`src/rtl/instruction_controller.sv`:
```
// Multi-cycle control unit for the 16-bit Tron CPU: fetches into an internal IR,
// decodes it and sequences the datapath with Moore-style control strobes.
module instruction_controller #(
    parameter int WIDTH = 16
) (
    input  logic             clk,
    input  logic             reset,
    input  logic [WIDTH-1:0] memData,
    output logic [7:0]       instructionOp,
    output logic [WIDTH-1:0] immediate,
    output logic [3:0]       regAddA,
    output logic [3:0]       regAddB,
    output logic [3:0]       ALUOp,
    output logic [1:0]       shiftOp,
    output logic [2:0]       busOp,
    output logic             immMUX,
    output logic             regWrite,
    output logic             memWrite,
    output logic             flagWrite,
    output logic [3:0]       flagOp,
    output logic             pcAdd,
    output logic             pcJump,
    output logic             pcBranch,
    output logic             addrSel
);

    localparam logic [3:0] S_FETCH     = 4'd0;
    localparam logic [3:0] S_LATCH     = 4'd1;
    localparam logic [3:0] S_EXEC      = 4'd2;
    localparam logic [3:0] S_LOAD_ADDR = 4'd3;
    localparam logic [3:0] S_LOAD_WB   = 4'd4;
    localparam logic [3:0] S_STORE     = 4'd5;
    localparam logic [3:0] S_JAL_INC   = 4'd6;
    localparam logic [3:0] S_JAL_WB    = 4'd7;
    localparam logic [3:0] S_BRANCH    = 4'd8;

    localparam logic [3:0] C_NOP   = 4'd0;
    localparam logic [3:0] C_ALU   = 4'd1;
    localparam logic [3:0] C_ALUI  = 4'd2;
    localparam logic [3:0] C_MOVI  = 4'd3;
    localparam logic [3:0] C_LUI   = 4'd4;
    localparam logic [3:0] C_LSH   = 4'd5;
    localparam logic [3:0] C_LSHI  = 4'd6;
    localparam logic [3:0] C_LOAD  = 4'd7;
    localparam logic [3:0] C_STORE = 4'd8;
    localparam logic [3:0] C_JAL   = 4'd9;
    localparam logic [3:0] C_JCOND = 4'd10;
    localparam logic [3:0] C_BCOND = 4'd11;

    localparam logic [3:0] ALU_ADD = 4'b0000;
    localparam logic [3:0] ALU_SUB = 4'b0001;
    localparam logic [3:0] ALU_CMP = 4'b0010;
    localparam logic [3:0] ALU_AND = 4'b0011;
    localparam logic [3:0] ALU_OR  = 4'b0100;
    localparam logic [3:0] ALU_XOR = 4'b0101;
    localparam logic [3:0] ALU_MOV = 4'b0110;

    localparam logic [2:0] BUS_IMM   = 3'd0;
    localparam logic [2:0] BUS_MEM   = 3'd1;
    localparam logic [2:0] BUS_ALU   = 3'd2;
    localparam logic [2:0] BUS_SHIFT = 3'd3;
    localparam logic [2:0] BUS_PC    = 3'd4;

    // Same 4-bit code names the ALU operation in op-ext (register form) or opcode (immediate form).
    // Bit 4 flags a recognised code.
    function automatic logic [4:0] f_alu_code(input logic [3:0] code);
        case (code)
            4'b0101: f_alu_code = {1'b1, ALU_ADD};
            4'b1001: f_alu_code = {1'b1, ALU_SUB};
            4'b1011: f_alu_code = {1'b1, ALU_CMP};
            4'b0001: f_alu_code = {1'b1, ALU_AND};
            4'b0010: f_alu_code = {1'b1, ALU_OR};
            4'b0011: f_alu_code = {1'b1, ALU_XOR};
            4'b1101: f_alu_code = {1'b1, ALU_MOV};
            default: f_alu_code = {1'b0, ALU_ADD};
        endcase
    endfunction

    function automatic logic [3:0] f_class(input logic [3:0] op, input logic [3:0] ext);
        logic [4:0] alu;
        alu     = f_alu_code((op == 4'b0000) ? ext : op);
        f_class = C_NOP;
        case (op)
            4'b0000: if (alu[4]) f_class = C_ALU;
            4'b0100: begin
                case (ext)
                    4'b0000: f_class = C_LOAD;
                    4'b0100: f_class = C_STORE;
                    4'b1000: f_class = C_JAL;
                    4'b1100: f_class = C_JCOND;
                    default: f_class = C_NOP;
                endcase
            end
            4'b1000: begin
                if (ext == 4'b0100)
                    f_class = C_LSH;
                else if (ext[3:1] == 3'b000)
                    f_class = C_LSHI;
            end
            4'b1100: f_class = C_BCOND;
            4'b1111: f_class = C_LUI;
            default: if (alu[4]) f_class = (op == 4'b1101) ? C_MOVI : C_ALUI;
        endcase
    endfunction

    function automatic logic [WIDTH-1:0] f_imm(input logic [3:0] cls, input logic [3:0] op,
                                               input logic [7:0] lo8);
        case (cls)
            C_LUI:  f_imm = {lo8, {(WIDTH-8){1'b0}}};
            C_LSHI: f_imm = {{(WIDTH-4){1'b0}}, lo8[3:0]};
            C_ALUI: begin
                if (op == 4'b0001 || op == 4'b0010 || op == 4'b0011)
                    f_imm = {{(WIDTH-8){1'b0}}, lo8};
                else
                    f_imm = {{(WIDTH-8){lo8[7]}}, lo8};
            end
            default: f_imm = {{(WIDTH-8){lo8[7]}}, lo8};
        endcase
    endfunction

    logic [3:0]       r_state;
    logic [WIDTH-1:0] r_ir;
    logic [3:0]       w_next;
    logic [3:0]       w_cls_ir;
    logic [3:0]       w_cls_mem;
    logic [4:0]       w_alu_ir;

    assign w_cls_ir  = f_class(r_ir[15:12], r_ir[7:4]);
    assign w_cls_mem = f_class(memData[15:12], memData[7:4]);
    assign w_alu_ir  = f_alu_code((r_ir[15:12] == 4'b0000) ? r_ir[7:4] : r_ir[15:12]);

    assign instructionOp = {r_ir[15:12], r_ir[7:4]};
    assign regAddA       = r_ir[3:0];
    assign regAddB       = r_ir[11:8];
    assign immediate     = f_imm(w_cls_ir, r_ir[15:12], r_ir[7:0]);

    always_comb begin
        w_next = S_FETCH;
        case (r_state)
            S_FETCH: w_next = S_LATCH;
            S_LATCH: begin
                case (w_cls_mem)
                    C_LOAD:           w_next = S_LOAD_ADDR;
                    C_STORE:          w_next = S_STORE;
                    C_JAL:            w_next = S_JAL_INC;
                    C_JCOND, C_BCOND: w_next = S_BRANCH;
                    default:          w_next = S_EXEC;
                endcase
            end
            S_LOAD_ADDR: w_next = S_LOAD_WB;
            S_JAL_INC:   w_next = S_JAL_WB;
            default:     w_next = S_FETCH;
        endcase
    end

    // IR only loads in LATCH, when memory returns the word addressed during FETCH.
    always_ff @(posedge clk or negedge reset) begin
        if (!reset) begin
            r_state <= S_FETCH;
            r_ir    <= '0;
        end else begin
            r_state <= w_next;
            if (r_state == S_LATCH)
                r_ir <= memData;
        end
    end

    always_comb begin
        ALUOp     = ALU_ADD;
        shiftOp   = 2'b00;
        busOp     = BUS_IMM;
        immMUX    = 1'b0;
        regWrite  = 1'b0;
        memWrite  = 1'b0;
        flagWrite = 1'b0;
        flagOp    = 4'b0000;
        pcAdd     = 1'b0;
        pcJump    = 1'b0;
        pcBranch  = 1'b0;
        addrSel   = 1'b0;
        case (r_state)
            S_EXEC: begin
                pcAdd = 1'b1;
                case (w_cls_ir)
                    C_ALU, C_ALUI: begin
                        ALUOp     = w_alu_ir[3:0];
                        busOp     = BUS_ALU;
                        immMUX    = (w_cls_ir == C_ALUI);
                        regWrite  = (w_alu_ir[3:0] != ALU_CMP);
                        flagWrite = (w_alu_ir[3:0] == ALU_ADD) || (w_alu_ir[3:0] == ALU_SUB) ||
                                    (w_alu_ir[3:0] == ALU_CMP);
                    end
                    C_MOVI: begin
                        ALUOp    = ALU_MOV;
                        busOp    = BUS_IMM;
                        immMUX   = 1'b1;
                        regWrite = 1'b1;
                    end
                    C_LUI: begin
                        busOp    = BUS_IMM;
                        immMUX   = 1'b1;
                        regWrite = 1'b1;
                    end
                    C_LSH: begin
                        busOp    = BUS_SHIFT;
                        shiftOp  = 2'b00;
                        regWrite = 1'b1;
                    end
                    C_LSHI: begin
                        busOp    = BUS_SHIFT;
                        shiftOp  = 2'b01;
                        immMUX   = 1'b1;
                        regWrite = 1'b1;
                    end
                    default: ;
                endcase
            end
            S_LOAD_ADDR: addrSel = 1'b1;
            S_LOAD_WB: begin
                addrSel  = 1'b1;
                busOp    = BUS_MEM;
                regWrite = 1'b1;
                pcAdd    = 1'b1;
            end
            S_STORE: begin
                addrSel  = 1'b1;
                memWrite = 1'b1;
                pcAdd    = 1'b1;
            end
            S_JAL_INC: pcAdd = 1'b1;
            // Link write and jump share this edge, so the jump target is the pre-write regA.
            S_JAL_WB: begin
                busOp    = BUS_PC;
                regWrite = 1'b1;
                pcJump   = 1'b1;
            end
            S_BRANCH: begin
                flagOp   = r_ir[11:8];
                pcBranch = (w_cls_ir == C_BCOND);
                pcJump   = (w_cls_ir == C_JCOND);
            end
            default: ;
        endcase
    end

endmodule

```
`config.mk`:
```
export PLATFORM = sky130hd
export DESIGN_NAME = instruction_controller
export DESIGN_NICKNAME = d
export VERILOG_FILES = /design/src/rtl/instruction_controller.sv
export SDC_FILE = /design/constraint.sdc
export NUM_CORES = 1
export LEC_CHECK = 0
export CAP_MARGIN = 20
export CORE_MARGIN = 3
export CORE_UTILIZATION = 39
export DETAILED_ROUTE_END_ITERATION = 10
export PLACE_DENSITY = 0.79
export SLEW_MARGIN = 20
export SYNTH_ARGS = -nofsm -noshare
export SYNTH_HDL_FRONTEND = slang
export SYNTH_SLANG_ARGS = --single-unit
```
`constraint.sdc`:
```
create_clock -name clk -period 2.3 [get_ports clk]
set_input_delay 0.23 -clock clk [delete_from_list [all_inputs] [get_ports clk]]
set_output_delay 0.23 -clock clk [all_outputs]
set_load 0.02 [all_outputs]
```
=== After elaboration in Yosys (flattened, before gate mapping) ===
Index checks and enable logic that the tools add are counted.
W data, S select, Z words.

* Equal/unequal tests: 57
* Multiplexer cells: 40
* Reduce and logical (&&, ||, !) cells: 20

{| class="wikitable"
|+ Operators by type and width
! kind !! number
|-
| $eq A4 B4 Y1 const B || 25
|-
| $pmux W5 S7 || 2
|-
| $pmux W4 S4 || 4
|-
| $eq A4 B3 Y1 const B || 14
|-
| $pmux W16 S3 || 1
|-
| $eq A4 B2 Y1 const B || 11
|-
| $pmux W4 S5 || 2
|-
| $eq A4 B1 Y1 const B || 6
|-
| $logic_not A4 Y1 || 6
|-
| $mux W16 || 1
|-
| $mux W4 || 4
|-
| $mux W1 || 13
|-
| $mux W3 || 4
|-
| $pmux W3 S3 || 1
|-
| $pmux W1 S2 || 4
|-
| $pmux W4 S2 || 1
|-
| $reduce_or A2 Y1 || 4
|-
| $reduce_or A4 Y1 || 2
|-
| $logic_not A3 Y1 || 2
|-
| $reduce_or A3 Y1 || 2
|-
| $logic_or A1 B1 Y1 || 4
|-
| $mux W2 || 2
|-
| $ne A4 B2 Y1 const B || 1
|-
| $pmux W2 S2 || 1
|}

* Bits in registers: 20
* Word-level logic and storage cells: 119
* Bits of input ports: 18

=== Longest topological paths before layout ===
* Depth after elaboration: 10
* Gate-level depth with buffers: 8
* Depth with buffers taken out: 6

=== Worst setup path before layout ===
Ideal clock, no wire load.

* Path type: flip-flop to output port
* Start point: reg r_ir[14]
* End point: out shiftOp[0]
* Required time: 2070 ps
* Setup slack: -229 ps
* Stages on the path, launching flop included: 6
* Data arrival time: 2299 ps
* Path buffers: 0
* Cells stage by stage: dfrtp_1 -> or4b_4 -> and2_4 -> o221ai_2 -> nand2b_2 -> nor4b_1

* Word-level cells in the longest chain between the ends: 9
* Elaborated cells between the ends (all ways): 22
* Classes of those cells: eq/ne (13); mux (8); reduce/logical (1)

{| class="wikitable"
|+ Ends and longest elaborated chain
! element !! RTL line !! text
|-
| start, declared || 122 || <nowiki>logic [WIDTH-1:0] r_ir;</nowiki>
|-
| start signal, assigned || 164 || <nowiki>r_ir <= memData;</nowiki>
|-
| $logic_not A4 Y1 || 81, 83 ||
|-
| $mux W4 || 81 || <nowiki>alu = f_alu_code((op == 4'b0000) ? ext : op);</nowiki>
|-
| $eq A4 B4 Y1 (tied with other cells) || 67 || <nowiki>case (code)</nowiki>
|-
| $pmux W5 S7 || 67 ||
|-
| $mux W2 / $mux W1 (equally long branches) || 102, 84 ||
|-
| $pmux W4 S5 (*) || 83 || <nowiki>case (op)</nowiki>
|-
| $eq A4 B3 Y1 (*) || 184 || <nowiki>case (w_cls_ir)</nowiki>
|-
| $mux W1 (*) || 184 ||
|-
| $mux W1 (*) || 181 || <nowiki>case (r_state)</nowiki>
|-
| end, declared || 14 || <nowiki>output logic [1:0] shiftOp,</nowiki>
|}

Mark *: on every way between the ends. The rest lies on a longest branch, timed or not.

=== Worst setup path in the final report ===
* Start point: reg r_ir[12]
* End point: out immediate[9]

* Word-level cells in the longest chain between the ends: 8
* Elaborated cells between the ends (all ways): 29
* Classes of those cells: eq/ne (18); mux (8); reduce/logical (3)

{| class="wikitable"
|+ Ends and longest elaborated chain
! element !! RTL line !! text
|-
| $logic_not A4 Y1 || 81, 83 ||
|-
| $mux W4 || 81 ||
|-
| $eq A4 B4 Y1 (tied with other cells) || 67 ||
|-
| $pmux W5 S7 || 67 ||
|-
| $mux W2 / $mux W1 (equally long branches) || 102, 84 ||
|-
| $pmux W4 S5 || 83 ||
|-
| $eq A4 B2 Y1 / $eq A4 B3 Y1 (equally long branches) || 108 || <nowiki>case (cls)</nowiki>
|-
| $pmux W16 S3 (*) || 108 ||
|-
| end, declared || 10 || <nowiki>output logic [WIDTH-1:0] immediate,</nowiki>
|}

Marked as above.

==> qor.yml <==
logic_synthesis:
  synth_top_area_frac: 0.2867
  synth-seq-area-share: 0.2867
  syn_area_per_cell_um2: 8.556
  synth_fa_ha_area_frac: 0
  yosysWarnings: 0
  synthFlopType: "dfrtp_1"
  ys_ff_latch: 20
  synth_most_common_cell: "nor2_1"
  synth.distinct_cells: 63
  synth-compound-area-share: 0.2380
  synthTopCellsByArea: "dfrtp_1, mux2_1, nor2_1"
  syn_area_um2: 1745
  synthArstFlopShare: 1.000
  syn-instance-count: 204
  synth.area.mux_share: 0.09247
  synthSimpleGateAreaFrac: 0.2953
  synth_top_cell_by_area: "dfrtp_1"
  synth_top_family_by_area: "simple AND/OR/NAND/NOR gates"
  yosys.area_share.xor_xnor: 0.01004
  synth_edf_count: 0
  synth_common_cells: "nor2_1, dfrtp_1, nand2_1"
clocking:
  clkLatencyLatePin_ns: 0.26
  clk_pin_slew_ns: 0.08
  cts_buffers: 3
  clockBufferDepth: 2
  cts_tree: "built"
  cts_root_buf: "clkbuf_8"
  clock-sinks: 20
  cts_max_level: 1
global_routing:
  grt_pass1_wl_um: 10730
  grt_pass1_vias: 2247
  grt_max_degree: 23
  groute.usage.overall: 0.2510
  antenna_found_initial: 0
  overflow: 0
sta:
  maxSlewViolCount: 0
  max_freq_ghz: 0.3596
  fin_ws_ns: -0.4806
  rsz0062_at_grt: "true"
  fin_setup_tns_ns: -6.738
  setup_viol_count_final: 20
  fin_skew_ns: 0.008093
  hold_violations: 0
  period_share: 1.209
  min_period_ns: 2.781
worst_setup_path:
  worstPathArrival_ns: 2.55
  crit_buf_inv: 1
  required_ns: 2.07
  rr_worst_depth: 5
  cp_slowest_cell: "or4b_4"
  end_kind: "primary output"
  startpoint_type: "register"
  crit_path_max_fanout: 7
  slowest_delay_ns: 0.58
  path_delay_family: "simple AND/OR/NAND/NOR gates"
  crit_type: "reg2out"
  worstPathCellList: "or4b_4, a221oi_4, o221ai_2, nand4b_4, mux2_4, a21o_1, buf_6"
  crit_cells: 7
detailed_routing:
  dr.pass1.iters: 4
  wl_um: 6561
  drtIter0Drc: 134
  antenna_left: 0
  routedWlPerCell_um: 17.27
  num_vias: 2133
  drc: 0
  viasPerCell: 5.613
die:
  core_um2: 4144
  die_w_um: 72.90
  initial_utilization: 0.4212
  die_area_um2: 5314
  rows: 23
  ios: 71
  fp.dieH_um: 72.90
pwr:
  p_comb_frac: 0.832
  p_sw_mw: 2.657
  p_clk_frac: 0.041
  p_per_area_nw_per_um2: 1831
  irDropWorstVdd_uv: 822.1
  p_total_mw: 5.761
  intPower_mw: 3.105
  p_leak_nw: 1.442
  p_seq_frac: 0.127
  switching_share: 0.4611
cells_and_area:
  n_fill_cell: 296
  layout-drive-gt1-share: 0.4182
  multi_input_area_um2: 1333
  syn2layout_area_growth_pct: 80.29
  diodes: 0
  final_nets: 349
  regArea_um2: 505.5
placement:
  dpl.hpwl_um: 4433
  place_congestion: 0.9093
  portBuffers: 68
job:
  max_cap_violations: 0
min_path:
  hold_path.class: "in2async"
run_status:
  outcome: "finished, violations left"
  violations: "negative setup slack"
## flip-flops by register name, summed over array words and instances, names as in the netlist
signal	cells
r_ir	16
r_state	4
## logic make-up after synthesis
family	Yosys count
xor+xnor	2
other cells	1
buf+inv	20
flops	20
simple gates	91
compound gates	56
mux	14
## power by group through the flow
stage / Sequential, mW / Clock, mW / Combinational, mW
2_1_floorplan: 0.860 / 0 / 2.03
3_3_place_gp: 0.686 / 0 / 4.06
3_5_place_dp: 0.701 / 0 / 4.12
4_1_cts: 0.713 / 0.246 / 4.54
5_1_grt: 0.746 / 0.264 / 5.10
6_report: 0.730 / 0.239 / 4.79
## metrics by stage
stage	cell area [um^2]	hold slack, ns	worst slack, ns	utilization	std cells
6_report	3147	0.3010	-0.4806	0.7594	380
3_5_place_dp	2860	0.5028	-0.5832	0.6902	366
2_1_floorplan	1789	-0.06559	-0.1112	-	205
3_3_place_gp	2860	0.4849	-0.5494	0.6902	366
5_1_grt	3147	0.3481	-0.5896	0.7594	380
4_1_cts	3089	0.3082	-0.5014	0.7455	377
## area by class of cell
type / count / area share
multi-input combinational: 165 / 0.4235
sequential: 20 / 0.1606
tap: 50 / 0.01988
timing repair buffer: 136 / 0.3757
clock buffer: 4 / 0.01431
inverter: 5 / 0.005964
## routing by layer
| layer | routed length [um] | up-vias | track usage |
|---|---|---|---|
| li1 | - | 998 | - |
| met1 | 2583 | 1019 | 0.2921 |
| met2 | 3346 | 98 | 0.4429 |
| met3 | 475 | 18 | 0.06061 |
| met4 | 155 | 0 | 0.09426 |
| met5 | 0 | - | 0 |
## placed cells by master (no fill, tap or decap), types with 7 or more instances in the layout
cell type,instances
mux2_1,9
nor2_1,21
nand2_1,14
a21o_1,7
a21oi_1,12
buf_4,72
buf_6,14
o21ai_0,7
clkdlybuf4s50_1,41
dfrtp_1,16
and2_1,8
## worst paths after layout
path                             from      endpoint  slack (ns)
setup / recovery             r_ir[12]  immediate[9]       -0.48
hold / removal                  reset    r_state[2]        0.30
setup reg to reg           r_state[1]       r_ir[7]        0.60
hold reg to reg               r_ir[8]       r_ir[8]        0.51
max in group asynchronous       reset       r_ir[7]        1.76
min in group clk              r_ir[8]       r_ir[8]        0.51
## repair_timing
action | 4_1_cts | 5_1_grt
setup endpoints to repair | 26 | 22
gates resized for setup | 147 | 9
setup buffers | 7 | 3
pin swaps | 14 | 8
hold buffers | 0 | 0
(Power assumes the default switching activity.)
